File: src/rtl/dff_bank_arbiter_pkg.sv
// dff_bank_arbiter_pkg: shared state encoding and owner-index width helper
package dff_bank_arbiter_pkg;
  typedef enum logic {ST_IDLE = 1'b0, ST_OWN = 1'b1} state_t;
  function automatic int idw_f(input int n);
    return (n > 1) ? $clog2(n) : 1;
  endfunction
endpackage

File: src/rtl/dff_bank_arbiter_rr_pick.sv
// dff_bank_arbiter_rr_pick: combinational round-robin picker starting at i_ptr
module dff_bank_arbiter_rr_pick
  import dff_bank_arbiter_pkg::*;
#(
  parameter int NREQ = 4,
  localparam int IDW = idw_f(NREQ)
) (
  input  logic [NREQ-1:0] i_req,
  input  logic [IDW-1:0]  i_ptr,
  output logic            o_any,
  output logic [NREQ-1:0] o_onehot,
  output logic [IDW-1:0]  o_idx
);
  int w_j;
  // scan ptr, ptr+1, ... modulo NREQ and keep the first requester found
  always_comb begin
    o_any = 1'b0;
    o_onehot = '0;
    o_idx = '0;
    w_j = 0;
    for (int k = 0; k < NREQ; k++) begin
      w_j = int'(i_ptr) + k;
      w_j = (w_j >= NREQ) ? w_j - NREQ : w_j;
      if (!o_any && i_req[w_j]) begin
        o_any = 1'b1;
        o_onehot[w_j] = 1'b1;
        o_idx = IDW'(w_j);
      end
    end
  end
endmodule

File: src/rtl/dff_bank_arbiter.sv
// dff_bank_arbiter: round-robin write arbiter with lockable bursts onto a shared register
module dff_bank_arbiter
  import dff_bank_arbiter_pkg::*;
#(
  parameter int NREQ = 4,
  parameter int WIDTH = 8,
  localparam int IDW = idw_f(NREQ)
) (
  input  logic                  clk,
  input  logic                  rst,
  input  logic [NREQ-1:0]       i_req,
  input  logic [NREQ-1:0]       i_lock,
  input  logic [NREQ*WIDTH-1:0] i_wdata,
  output logic [NREQ-1:0]       o_gnt,
  output logic [NREQ-1:0]       o_ack,
  output logic [WIDTH-1:0]      o_q,
  output logic                  o_q_valid,
  output logic [IDW-1:0]        o_owner
);
  state_t           r_state;
  logic [IDW-1:0]   r_ptr;
  logic             w_any;
  logic [NREQ-1:0]  w_onehot;
  logic [IDW-1:0]   w_idx;
  logic [IDW-1:0]   w_sel;
  logic [WIDTH-1:0] w_data;
  logic [NREQ-1:0]  w_own_oh;

  dff_bank_arbiter_rr_pick #(.NREQ(NREQ)) u_pick (
    .i_req(i_req),
    .i_ptr(r_ptr),
    .o_any(w_any),
    .o_onehot(w_onehot),
    .o_idx(w_idx)
  );

  function automatic logic [IDW-1:0] nxt(input logic [IDW-1:0] i);
    return (i == IDW'(NREQ - 1)) ? '0 : i + 1'b1;
  endfunction

  assign w_sel = (r_state == ST_OWN) ? o_owner : w_idx;
  assign w_data = i_wdata[int'(w_sel)*WIDTH +: WIDTH];
  assign w_own_oh = NREQ'(1) << o_owner;

  // arbitration FSM: one-shot grants in IDLE, held grant during a locked burst
  always_ff @(posedge clk or posedge rst) begin
    if (rst) begin
      r_state <= ST_IDLE;
      r_ptr <= '0;
      o_gnt <= '0;
      o_ack <= '0;
      o_q <= '0;
      o_q_valid <= 1'b0;
      o_owner <= '0;
    end else begin
      o_ack <= '0;
      if (r_state == ST_IDLE) begin
        o_gnt <= '0;
        if (w_any) begin
          o_q <= w_data;
          o_ack <= w_onehot;
          o_gnt <= w_onehot;
          o_owner <= w_idx;
          o_q_valid <= 1'b1;
          if (i_lock[w_idx]) r_state <= ST_OWN;
          else r_ptr <= nxt(w_idx);
        end
      end else begin
        if (i_req[o_owner]) begin
          o_q <= w_data;
          o_ack <= w_own_oh;
        end
        if (!i_lock[o_owner]) begin
          r_state <= ST_IDLE;
          r_ptr <= nxt(o_owner);
          o_gnt <= '0;
        end
      end
    end
  end
endmodule

File: config.mk
export PLATFORM = sky130hd
export DESIGN_NAME = dff_bank_arbiter
export DESIGN_NICKNAME = d
export VERILOG_FILES = /design/src/rtl/dff_bank_arbiter_pkg.sv /design/src/rtl/dff_bank_arbiter_rr_pick.sv /design/src/rtl/dff_bank_arbiter.sv
export SDC_FILE = /design/constraint.sdc
export NUM_CORES = 1
export LEC_CHECK = 0
export CORE_UTILIZATION = 45
export DETAILED_ROUTE_END_ITERATION = 12
export PLACE_DENSITY = 0.81
export SLEW_MARGIN = 20
export SYNTH_ARGS = -nofsm -noshare
export SYNTH_HDL_FRONTEND = slang
export SYNTH_HIERARCHICAL = 1
export SYNTH_SLANG_ARGS = --single-unit
export TNS_END_PERCENT = 10
File: constraint.sdc
create_clock -name clk -period 4.3 [get_ports clk]
set_clock_uncertainty 0.1 [all_clocks]
set_input_delay 0.86 -clock clk [delete_from_list [all_inputs] [get_ports clk]]
set_output_delay 0.86 -clock clk [all_outputs]
set_load 0.01 [all_outputs]
==> key figures <==
Worst setup path
  • Startpoint Class: input port
  • Worst-case reg-to-reg path depth: 9
  • Worst R2R End: o_q[2]$_DFFE_PP0P_
  • Worst Path Max Fanout: 8
  • FF-to-FF setup slack: approximately 560 ps
  • FF-to-FF Start: r_ptr[1]$_DFFE_PP0P_
  • Critical Path RT: ~4300 ps
  • Worst Setup SP: i_req[3]
  • Crit. End Element: flip-flop
  • Crit path arrival time: 3980 ps
  • Critical path class: in2reg

Place
  • Routability Congestion: 0.900
  • DP Wirelength: 3.20 mm
  • Buffers on Ports: 60
  • Area after DPL: 2310 um^2

Power and ir drop
  • Leak: 0.978 nW
  • Sw Share: 0.400
  • VDD IR max: 0.000499 V
  • Part of the power in registers: 0.210
  • Logic gate share of total power: 0.692
  • Sw Pwr: 0.770 mW
  • PD cells: 806 nW/um^2
  • Pint: about 1.2 mW
  • Clk pwr share: 0.098

Global route
  • Total GRT Usage: 0.208
  • GRT overflow: 0
  • Number of global-route vias before repair: approximately 1.3k
  • Largest net degree at the start of global routing: 23
  • First-pass GRT wire length: 6.36 mm
  • Met3 GRT Util: 0.0255
  • Global-route track usage on met1: 0.257
  • Initial antenna violation count: 0
  • GR peak layer: met2
  • Met2 Track Usage GR: 0.368

CTS
  • CTS tree: yes
  • Postcts setup bufs: 0
  • CTS Hold Bufs: 0
  • CTS Buffer Depth: 2
  • Clk root buf: clkbuf_8
  • Clk sinks: 22
  • Number of CTS-inserted buffers: 3
  • Reg clk slew, reported paths: 70 ps
  • Skew-Pair Late Insertion Delay: 260 ps
  • Htree depth: 1

Layout
  • Layout cells sized above 1: 0.190
  • # diodes: 0
  • Syn-to-layout area delta: 42.8%
  • Final Cell Area: 2390 um^2
  • Final nets: 245

Timing
  • Hold slack: 393 ps
  • Min cycle time layout: 3940 ps
  • Fmax: 254 MHz
  • RSZ-0062 raised after global routing: false
  • Final hold viol count: 0
  • Max_slew headroom: 0.342
  • Fin crit share: 0.916
  • Slew @ Worst Pin: 985 ps
  • Slew Viols, Final: 0
  • Final setup vio count: 0
  • Setup TNS: 0 ps

Flow run
  • Max Cap Viol: 0

Logic synthesis
  • FFs w/ async S/R, synth: 1.00
  • FF+latch count, synth: 22
  • Ys Warns: 6
  • Sequential area share after synthesis: 0.329
  • Cell variety after synth: 31
  • Yosys top cell area share: 0.329
  • Mapped Area: 1670 um^2
  • Synth top cells by count: dfrtp_1, ha_1, mux2_2
  • Number of synthesized flops with an enable pin: 0
  • Dominant cell type by area after synthesis: dfrtp_1
  • Synth Instances: 127
  • Primary FF master, synth: dfrtp_1
  • Mean Syn Cell Area: 13.2 um^2
  • Syn Nets: 182
  • Top cells by area, synth: dfrtp_1, mux4_2, ha_1, mux2_2, mux4_1
  • Most numerous cell in the Yosys netlist: dfrtp_1

Route
  • Drt initial violations: 45
  • Drt pass-1 iters: 4
  • Via density: around 5.7
  • # DRC: 0
  • Routed Antenna Nets: 0
  • WL/cell: 17.1 um
  • Via count: about 1.3k
  • WL final: ~4 mm

Die
  • Initial Util: 0.486
  • Core area: 3440 um^2
  • Die ar.: 3970 um^2
  • Horiz. Die Dim: between 60 and 70 um
  • Die Ht: 63.0 um
  • Top Ports: 61
  • Row cnt: 21

Min path
  • Hold Crit Start: o_q_valid$_DFFE_PP0P_
  • Cells on Worst Hold Path: 1
  • WHS Endpoint: o_q_valid$_DFFE_PP0P_
  • Worst hold path class: reg2reg

Status
  • Status: completed
[cells by family (layout without fill, tap and decap cells)]
group / Yosys count / after routing / synth area share
flip-flops: 22 / 22 / 0.329
buffers and inverters: 13 / 75 / 0.0426
multiplexers: 31 / 31 / 0.324
adder cells (fa/ha/maj): 13 / 13 / 0.0972
AO/OA/AOI/OAI: 32 / 32 / 0.144
AND/OR/NAND/NOR: 16 / 16 / 0.0635
[power by group through the flow]
stage | combinational, mW | clock [mW] | sequential [mW]
4_1_cts | 1.32 | 0.193 | 0.404
2_1_floorplan | 0.955 | 0 | 0.404
5_1_grt | 1.44 | 0.199 | 0.419
3_3_place_gp | 1.26 | 0 | 0.403
6_report | 1.33 | 0.189 | 0.404
3_5_place_dp | 1.32 | 0 | 0.410
[layout by cell type, fill, tap and decap left out, types with 2 or more instances in the layout]
master	n
clkdlybuf4s50_1	60
and2_1	2
mux4_1	4
mux4_2	11
o21ai_0	7
ha_1	13
nand2b_1	3
mux2_2	13
a22oi_1	8
nand2_1	3
clkbuf_8	3
buf_4	3
mux2i_1	2
a22o_1	8
inv_1	8
dfrtp_1	22
nor2_1	2
[critical path: stages]
cell	delay, ps
clkdlybuf4s50_1	490
mux4_1	640
and2b_2	290
o21ai_0	210
o31ai_2	180
mux2i_4	440
mux4_2	590
mux2_2	280
[repair_timing]
action                                  in CTS  in global routing
endpoints found under the setup margin       0                  2
endpoints found under the hold margin        0                  0
gates resized for setup                      0                  1
[registers in the layout (all words and copies together) (netlist names)]
register	count
o_ack	4
o_gnt	4
o_owner	2
o_q	8
o_q_valid	1
r_ptr	2
r_state	1
[metal layers]
layer | routed length [um] | vias up
met5 | 0 | -
met1 | 1620 | 663
met4 | 80 | 0
met3 | 144 | 10
met2 | 2170 | 47
li1 | - | 627
[cell type report]
cell class                      count  area, um^2
Clock buffer                        3        41.3
Multi-Input combinational cell     92        1060
Clock inverter                      1        30.0
Timing Repair Buffer               63         623
Inverter                            8        30.0
Tap cell                           46        57.6
Fill cell                         261        1050
Sequential cell                    22         551
[stage by stage]
| stage | instances | power (mW) | utilization | setup WS (ps) |
|---|---|---|---|---|
| 6_report | 235 | 1.93 | 0.694 | 361 |
| 5_1_grt | 235 | 2.06 | 0.694 | 232 |
| 4_1_cts | 235 | 1.92 | 0.693 | 223 |
| 3_5_place_dp | 231 | 1.73 | 0.672 | -45.7 |
| 3_3_place_gp | 231 | 1.66 | 0.672 | 137 |
| 2_1_floorplan | 127 | 1.36 | - | 661 |
[how the worst max path moves through the flow]
stage / to / slack (ps) / cells past startpoint
finish: o_q[2]$_DFFE_PP0P_ / 360 / 8
floorplan: r_ptr[0]$_DFFE_PP0P_ / 660 / 6
global placement: r_ptr[0]$_DFFE_PP0P_ / 140 / 8
global route: o_q[2]$_DFFE_PP0P_ / 230 / 8
CTS: r_ptr[1]$_DFFE_PP0P_ / 220 / 8
detailed placement: r_ptr[1]$_DFFE_PP0P_ / -50 / 8
(Power assumes the default switching activity.)
